$ cat config.mk
export PLATFORM = sky130hd
export DESIGN_NAME = fetch_unit_flat
export DESIGN_NICKNAME = d
export VERILOG_FILES = /design/src/rtl/fetch_unit_if.sv /design/src/rtl/fetch_unit.sv /design/src/flat_wrapper.sv
export SDC_FILE = /design/constraint.sdc
export NUM_CORES = 1
export LEC_CHECK = 0
export CAP_MARGIN = 10
export CORE_AREA = 3 3 111 113
export DETAILED_ROUTE_END_ITERATION = 8
export DIE_AREA = 0 0 114 116
export PLACE_DENSITY_LB_ADDON = 0.25
export SKIP_CTS_REPAIR_TIMING = 1
export SYNTH_ARGS = -nofsm -noshare
export SYNTH_HDL_FRONTEND = slang
export SYNTH_SLANG_ARGS = --single-unit
$ cat constraint.sdc
create_clock -name clk -period 3.05 [get_ports clk]
set_clock_uncertainty 0.2 [all_clocks]
set_input_delay 0.61 -clock clk [delete_from_list [all_inputs] [get_ports clk]]
set_output_delay 0.61 -clock clk [all_outputs]
set_load 0.05 [all_outputs]
$ cat src/rtl/fetch_unit_if.sv
// Instruction-memory request/response bundle between the fetch stage and imem.
// Ports (master = fetch unit, slave = memory / cache):
//   req    fetch request
//   addr   fetch address
//   ready  data valid for addr this cycle
//   data   16-bit instruction word
interface fetch_unit_if #(
    parameter int ADDR_W = 16
);
    logic              req;
    logic [ADDR_W-1:0] addr;
    logic              ready;
    logic [15:0]       data;

    modport master (output req, output addr, input ready, input data);
    modport slave  (input req, input addr, output ready, output data);
endinterface

$ cat src/rtl/fetch_unit.sv
// IF stage: owns the PC, issues instruction-memory requests over a
// variable-latency req/ready bus, and loads the IF/ID pipeline register.
// Stops fetching on a HALT opcode; a branch flush redirects and resumes.
//
// Ports:
//   clk, rst            clock / asynchronous active-high reset
//   pc_wen_i            0 = hold PC (hazard unit)
//   if_id_wen_i         0 = hold IF/ID (hazard unit)
//   if_id_flush_i       redirect to br_target_i and squash IF/ID
//   br_target_i         redirect address
//   imem                fetch_unit_if master (req/addr out, ready/data in)
//   if_id_instr_o       IF/ID instruction (0 for a bubble)
//   if_id_pc_plus2_o    IF/ID PC+2 of that instruction
//   if_id_valid_o       IF/ID holds a real instruction
//   fetch_busy_o        waiting on an outstanding miss
//   halted_o            fetch stopped on HALT
//   miss_cycles_o       perf counter: cycles spent in MISS
//   flush_count_o       perf counter: flush cycles
//
// Build option: define FETCH_PERF_CNT_EN to build the saturating perf
// counters; otherwise both counter outputs are tied to zero.
//
// state | meaning
// RUN   | requesting at pc, accepting data when ready
// MISS  | holding req_addr stable until imem returns
// HALT  | HALT opcode fetched; no requests until a flush
module fetch_unit #(
    parameter int              ADDR_W      = 16,
    parameter logic [ADDR_W-1:0] RESET_PC  = '0,
    parameter logic [3:0]      HALT_OPCODE = 4'hF
) (
    input  logic              clk,
    input  logic              rst,
    input  logic              pc_wen_i,
    input  logic              if_id_wen_i,
    input  logic              if_id_flush_i,
    input  logic [ADDR_W-1:0] br_target_i,
    fetch_unit_if.master      imem,
    output logic [15:0]       if_id_instr_o,
    output logic [ADDR_W-1:0] if_id_pc_plus2_o,
    output logic              if_id_valid_o,
    output logic              fetch_busy_o,
    output logic              halted_o,
    output logic [15:0]       miss_cycles_o,
    output logic [15:0]       flush_count_o
);

    typedef enum logic [1:0] {S_RUN = 2'd0, S_MISS = 2'd1, S_HALT = 2'd2} state_t;

    state_t            state_q, state_d;
    logic [ADDR_W-1:0] pc_q, pc_d;
    logic [ADDR_W-1:0] req_addr_q, req_addr_d;
    logic              discard_q, discard_d;
    logic [15:0]       instr_q, instr_d;
    logic [ADDR_W-1:0] pc2_q, pc2_d;
    logic              valid_q, valid_d;

    logic              is_halt;
    logic              load_instr;
    logic              load_bubble;
    logic [ADDR_W-1:0] load_pc2;

    assign is_halt = (imem.data[15:12] == HALT_OPCODE);

    always_ff @(posedge clk or posedge rst) begin
        if (rst) begin
            state_q    <= S_RUN;
            pc_q       <= RESET_PC;
            req_addr_q <= RESET_PC;
            discard_q  <= 1'b0;
            instr_q    <= '0;
            pc2_q      <= '0;
            valid_q    <= 1'b0;
        end else begin
            state_q    <= state_d;
            pc_q       <= pc_d;
            req_addr_q <= req_addr_d;
            discard_q  <= discard_d;
            instr_q    <= instr_d;
            pc2_q      <= pc2_d;
            valid_q    <= valid_d;
        end
    end

    always_comb begin
        state_d     = state_q;
        pc_d        = pc_q;
        req_addr_d  = req_addr_q;
        discard_d   = discard_q;
        load_instr  = 1'b0;
        load_bubble = 1'b0;
        load_pc2    = pc_q + ADDR_W'(2);

        if (if_id_flush_i) begin
            pc_d        = br_target_i;
            load_bubble = 1'b1;
            // A miss in flight must still complete; remember to drop its data.
            if (state_q == S_MISS && !imem.ready) begin
                discard_d = 1'b1;
            end else begin
                state_d   = S_RUN;
                discard_d = 1'b0;
            end
        end else begin
            case (state_q)
                S_RUN: begin
                    if (imem.ready) begin
                        if (if_id_wen_i) begin
                            load_instr = 1'b1;
                            if (is_halt)       state_d = S_HALT;
                            else if (pc_wen_i) pc_d    = pc_q + ADDR_W'(2);
                        end
                    end else begin
                        req_addr_d  = pc_q;
                        state_d     = S_MISS;
                        load_bubble = if_id_wen_i;
                    end
                end
                S_MISS: begin
                    load_pc2 = req_addr_q + ADDR_W'(2);
                    if (!imem.ready) begin
                        load_bubble = if_id_wen_i;
                    end else if (!discard_q && if_id_wen_i) begin
                        load_instr = 1'b1;
                        if (is_halt) begin
                            state_d = S_HALT;
                        end else begin
                            state_d = S_RUN;
                            if (pc_wen_i) pc_d = pc_q + ADDR_W'(2);
                        end
                    end else begin
                        // Stale or unconsumable data: drop it and refetch pc.
                        discard_d   = 1'b0;
                        state_d     = S_RUN;
                        load_bubble = if_id_wen_i;
                    end
                end
                S_HALT: begin
                    load_bubble = if_id_wen_i;
                end
                default: begin
                    state_d = S_RUN;
                end
            endcase
        end

        instr_d = instr_q;
        pc2_d   = pc2_q;
        valid_d = valid_q;
        if (load_bubble) begin
            instr_d = '0;
            pc2_d   = '0;
            valid_d = 1'b0;
        end else if (load_instr) begin
            instr_d = imem.data;
            pc2_d   = load_pc2;
            valid_d = 1'b1;
        end
    end

    always_comb begin
        imem.req     = (state_q != S_HALT);
        imem.addr    = (state_q == S_MISS) ? req_addr_q : pc_q;
        fetch_busy_o = (state_q == S_MISS);
        halted_o     = (state_q == S_HALT);
    end

    assign if_id_instr_o    = instr_q;
    assign if_id_pc_plus2_o = pc2_q;
    assign if_id_valid_o    = valid_q;

`ifdef FETCH_PERF_CNT_EN
    logic [15:0] miss_cnt_q;
    logic [15:0] flush_cnt_q;

    always_ff @(posedge clk or posedge rst) begin
        if (rst) begin
            miss_cnt_q  <= '0;
            flush_cnt_q <= '0;
        end else begin
            if (state_q == S_MISS && miss_cnt_q != 16'hFFFF)
                miss_cnt_q <= miss_cnt_q + 16'd1;
            if (if_id_flush_i && flush_cnt_q != 16'hFFFF)
                flush_cnt_q <= flush_cnt_q + 16'd1;
        end
    end

    assign miss_cycles_o = miss_cnt_q;
    assign flush_count_o = flush_cnt_q;
`else
    assign miss_cycles_o = 16'h0000;
    assign flush_count_o = 16'h0000;
`endif

endmodule

$ cat src/flat_wrapper.sv
// flat-port wrapper written by rule: the top's interface ports become plain ports
module fetch_unit_flat 
#(
    parameter int              ADDR_W      = 16,
    parameter logic [ADDR_W-1:0] RESET_PC  = '0,
    parameter logic [3:0]      HALT_OPCODE = 4'hF
)
  (clk, rst, pc_wen_i, if_id_wen_i, if_id_flush_i, br_target_i, if_id_instr_o, if_id_pc_plus2_o, if_id_valid_o, fetch_busy_o, halted_o, miss_cycles_o, flush_count_o, imem_req, imem_addr, imem_ready, imem_data);
  fetch_unit_if #(.ADDR_W(ADDR_W)) imem_i ();
  input  logic clk;
  input  logic rst;
  input  logic pc_wen_i;
  input  logic if_id_wen_i;
  input  logic if_id_flush_i;
  input  logic [ADDR_W-1:0] br_target_i;
  output logic [15:0] if_id_instr_o;
  output logic [ADDR_W-1:0] if_id_pc_plus2_o;
  output logic if_id_valid_o;
  output logic fetch_busy_o;
  output logic halted_o;
  output logic [15:0] miss_cycles_o;
  output logic [15:0] flush_count_o;
  output wire logic [$bits(imem_i.req)-1:0] imem_req;
  output wire logic [$bits(imem_i.addr)-1:0] imem_addr;
  input wire logic [$bits(imem_i.ready)-1:0] imem_ready;
  input wire logic [$bits(imem_i.data)-1:0] imem_data;
  assign imem_req = imem_i.req;
  assign imem_addr = imem_i.addr;
  assign imem_i.ready = imem_ready;
  assign imem_i.data = imem_data;
  fetch_unit #(.ADDR_W(ADDR_W), .RESET_PC(RESET_PC), .HALT_OPCODE(HALT_OPCODE)) u_core (.clk(clk), .rst(rst), .pc_wen_i(pc_wen_i), .if_id_wen_i(if_id_wen_i), .if_id_flush_i(if_id_flush_i), .br_target_i(br_target_i), .imem(imem_i), .if_id_instr_o(if_id_instr_o), .if_id_pc_plus2_o(if_id_pc_plus2_o), .if_id_valid_o(if_id_valid_o), .fetch_busy_o(fetch_busy_o), .halted_o(halted_o), .miss_cycles_o(miss_cycles_o), .flush_count_o(flush_count_o));
endmodule
; Yosys cells after proc, flatten, opt, wreduce, memory -nomap -nowiden
; Cells that the tools add are included.
[classes]
n_addsub = 2
n_eq_ne = 13
muxes = 42
n_bitwise = 2
reduce_logical = 13
[ops]
columns = op, count
row1 = $mux W16, 14
row2 = $add A16 B2 Y16 const B, 2
row3 = $pmux W16 S2, 1
row4 = $mux W1, 16
row5 = $mux W2, 8
row6 = $reduce_and A5 Y1, 2
row7 = $ne A2 B2 Y1 const B, 4
row8 = $ne A3 B2 Y1 const B, 2
row9 = $ne A3 B3 Y1 const B, 2
row10 = $pmux W2 S3, 1
row11 = $reduce_and A3 Y1, 2
row12 = $reduce_bool A2 Y1, 3
row13 = $eq A4 B4 Y1 const B, 1
row14 = $ne A4 B3 Y1 const B, 1
row15 = $ne A4 B4 Y1 const B, 1
row16 = $pmux W1 S3, 1
row17 = $reduce_bool A3 Y1, 1
row18 = $eq A2 B1 Y1 const B, 1
row19 = $eq A2 B2 Y1 const B, 1
row20 = $logic_and A1 B1 Y1, 2
row21 = $logic_not A1 Y1, 2
row22 = $logic_not A2 Y1, 1
row23 = $not A1 Y1, 2
row24 = $pmux W1 S2, 1
[totals]
reg_bits = 68
input_bits = 38
word_cells = 79

; Longest topological paths before layout
[logic_depth]
word_depth = 8
ltp_mapped = 7
mapped_depth_nobuf = 6

; Least setup slack after synthesis
; OpenSTA, ideal clock, no wires.
[synth_path]
kind = register -> output
from = register u_core.state_q[1]
to = output imem_addr[10]
arrival_ps = 2071
required_time_ps = 2240
setup_slack_ps = 169
path_stages_with_launch = 6
n_path_buf = 2
cell_sequence = dfrtp_1 -> buf_2 -> nand2b_1 -> inv_2 -> clkbuf_1 -> o21ai_0
[synth_via]
elab_chain_cells = 2
[synth_rtl]
columns = item, line
row1 = "start, declared", fetch_unit.sv:50  ; state_t state_q, state_d;
row2 = "start signal, assigned", fetch_unit.sv:75  ; state_q <= state_d;
row3 = $eq A2 B1 Y1, fetch_unit.sv:163  ; imem.addr = (state_q == S_MISS) ? req_addr_q : pc_q;
row4 = $mux W16, fetch_unit.sv:163
row5 = "end, declared", flat_wrapper.sv:24  ; output wire logic [$bits(imem_i.addr)-1:0] imem_addr;
; Every way passes these cells.

; Worst setup path after layout
[layout_path]
from = register u_core.state_q[1]
to = output imem_addr[9]
; The elaborated chain is that of the path after synthesis.

==> impl_metrics.json <==
{
  "outcome": "finished clean",
  "drv_cap": 0,
  "endpoint_kind": "output port",
  "cts_tree": "yes",
  "die_w_um": 114,
  "drtPass1Iterations": 4,
  "period_minus_slack_ns": 2.76,
  "power.leakage_nw": 2.30,
  "slowest_stage": "dfrtp_1",
  "fin_nets": 536,
  "grt_usage_pct": 16.0,
  "crit_type": "reg2out",
  "yosys.area.top_type": "dfrtp_1",
  "core_um2": 11400,
  "finalCritPeriodShare_pct": 90.4,
  "syn_area_per_cell_um2": 9.34,
  "initial_core_util_pct": 33.9,
  "clkTransAtPathRegs_ns": 0.05,
  "rsz0062_at_grt": "no",
  "dieArea_um2": 13200,
  "combPwrFrac_pct": 30.4,
  "tightestPinTransition_ns": 0.845,
  "critPathLaunchType": "register",
  "io_pins": 122,
  "viasPerCell": 4.94,
  "synthCells": 414,
  "cp_max_fo": 18,
  "synth.area.top_cells": "dfrtp_1 (44%), nand2_1 (7.7%), buf_4 (6.2%)",
  "switchingPower_mw": 1.06,
  "antenna_left": 0,
  "required_ns": 2.24,
  "switching_share_pct": 33.7,
  "portBuffers": 89,
  "whs_ns": 0.276,
  "cts_buffers": 9,
  "synth_common_cells": "nand2_1 (79), dfrtp_1 (68), buf_4 (32)",
  "antenna_cells": 0,
  "antenna_found_initial": 0,
  "power_frac_seq_pct": 36.1,
  "tns_ns": 0,
  "setup_viol": 0,
  "intPower_mw": 2.09,
  "grt_max_degree": 33,
  "stdcell_area_um2": 5270,
  "hold_violations": 0,
  "synth_cell_types": 48,
  "grt_pass1_wl_um": 16800,
  "synthesis.area_um2": 3870,
  "ys_seq_elements": 68,
  "seq_area_frac_synth_pct": 44.0,
  "drtIter0Drc": 254,
  "routedWlPerCell_um": 16.1,
  "holdCritPathClass": "reg2reg",
  "overflow": 0,
  "htree_num_levels": 3,
  "hpwl_um": 7680,
  "yosysMostFrequentCell": "nand2_1",
  "root_buffer": "clkbuf_16",
  "synth_top_cell_area_share_pct": 44.0,
  "cts.sinks": 68,
  "clk_latency_ns": 0.33,
  "yosys_warnings": 0,
  "syn_to_final_growth_pct": 36.3,
  "die_y_um": 116,
  "synth_edf_count": 0,
  "grt_pass1_vias": 3233,
  "final_layout_size_suffix_gt1_share_pct": 14.4,
  "crit_top_cell": "nand2_1",
  "fp-row-count": 39,
  "yosys_most_used_dff": "dfrtp_1",
  "routed_wl_um": 10300,
  "power.clock.fraction_pct": 33.5,
  "timing.fmax_ghz": 0.363,
  "arrival_ns": 1.95,
  "max_stage_delay_ns": 0.49,
  "slew_headroom_pct": 43.2,
  "drc": 0,
  "powerDensity_nw_per_um2": 598,
  "place_area_um2": 4970,
  "place_congestion": 0.887,
  "path_cells": "nand2b_1 -> inv_2 -> buf_4 -> nand2_1 -> nand2_1 -> buf_12",
  "synthArstFlopShare_pct": 100,
  "dr_total_vias": 3174,
  "cts_max_path_buffers": 2,
  "ir_worst_vdd_uv": 283,
  "drv_slew": 0
}
per-stage QoR:
stage	worst slack [ns]	total power [mW]	util [%]	cells
floorplan	0.169	1.77	-	445
global placement	0.356	2.10	43.5	627
detailed placement	0.242	2.11	43.5	627
CTS	0.269	3.18	46.2	642
global route	0.148	3.30	46.2	642
finish	0.293	3.15	46.2	642
power groups by stage:
stage / Combinational [mW] / Sequential [mW] / Clock, mW
global route: 1.02 / 1.16 / 1.13
detailed placement: 0.960 / 1.15 / 0
global placement: 0.952 / 1.15 / 0
CTS: 0.964 / 1.14 / 1.08
floorplan: 0.592 / 1.17 / 0
finish: 0.957 / 1.14 / 1.06
logic make-up after synthesis:
logic type / share of synthesized area, %
buffers and inverters: 10.5
AND/OR/NAND/NOR: 18.2
other: 0.0970
XOR/XNOR: 6.57
multiplexers: 5.24
AO/OA/AOI/OAI: 14.5
adder cells (fa/ha/maj): 0.971
flip-flops: 44.0
cells in the final DEF, fill, tap and decap left out, types with 2 or more instances in the layout:
cell	count
mux2_2	18
o221a_2	2
and3_1	7
a221o_1	2
ha_1	3
clkbuf_16	9
nor4_1	3
dfrtp_1	68
a211oi_1	2
a22o_1	18
o21ai_0	15
clkbuf_1	2
nand3_1	14
and4_1	2
o221ai_1	4
inv_2	2
nand2_1	79
o32ai_1	2
a32o_1	7
nand4_1	9
buf_4	11
buf_12	18
xnor2_1	11
nor3_1	2
o22ai_1	4
clkdlybuf4s50_1	72
a21o_1	2
inv_1	9
conb_1	32
xor2_1	18
a21oi_1	9
nor2_1	20
clkbuf_8	3
cell type report:
class	instances	area (um^2)
multi-input combinational	304	1880
sequential	68	1700
fill	1083	6150
clock inverter	1	30.0
timing repair buffer	101	1160
inverter	11	41.3
clock buffer	14	274
tap	143	179
path summary, 6_finish.rpt:
kind,from,endpoint,slack (ns),cells after the start
min,u_core.if_id_pc_plus2_o[10]$_DFFE_PP0P_,u_core.if_id_pc_plus2_o[10]$_DFFE_PP0P_,0.28,1
min reg2reg,u_core.if_id_pc_plus2_o[10]$_DFFE_PP0P_,u_core.if_id_pc_plus2_o[10]$_DFFE_PP0P_,0.28,1
min in group asynchronous,rst,u_core.if_id_pc_plus2_o[1]$_DFFE_PP0P_,0.47,2
max in group asynchronous,rst,u_core.pc_q[2]$_DFFE_PP0P_,1.51,3
max reg2reg,u_core.pc_q[1]$_DFFE_PP0P_,u_core.pc_q[13]$_DFFE_PP0P_,0.73,6
max,u_core.state_q[1]$_DFFE_PP0P_,imem_addr[9],0.29,6
critical path, delay by kind of cell (launching register included):
family,cells,cell delay (ns)
flops,1,0.49
buf+inv,3,0.68
simple gates,3,0.44
per-layer routing:
metal / wire, um / global-route usage (%) / vias to the layer above
met5: 0 / 0 / -
met3: 603 / 3.55 / 8
met2: 4760 / 24.4 / 97
met4: 136 / 6.25 / 0
li1: - / - / 1543
met1: 4810 / 22.1 / 1526
registers in the layout, indices dropped and copies added, names as in the netlist:
| signal | count |
|---|---|
| u_core.if_id_valid_o | 1 |
| u_core.discard_q | 1 |
| u_core.if_id_instr_o | 16 |
| u_core.pc_q | 16 |
| u_core.req_addr_q | 16 |
| u_core.if_id_pc_plus2_o | 16 |
| u_core.state_q | 2 |
Power figures use the tool's default switching activity.
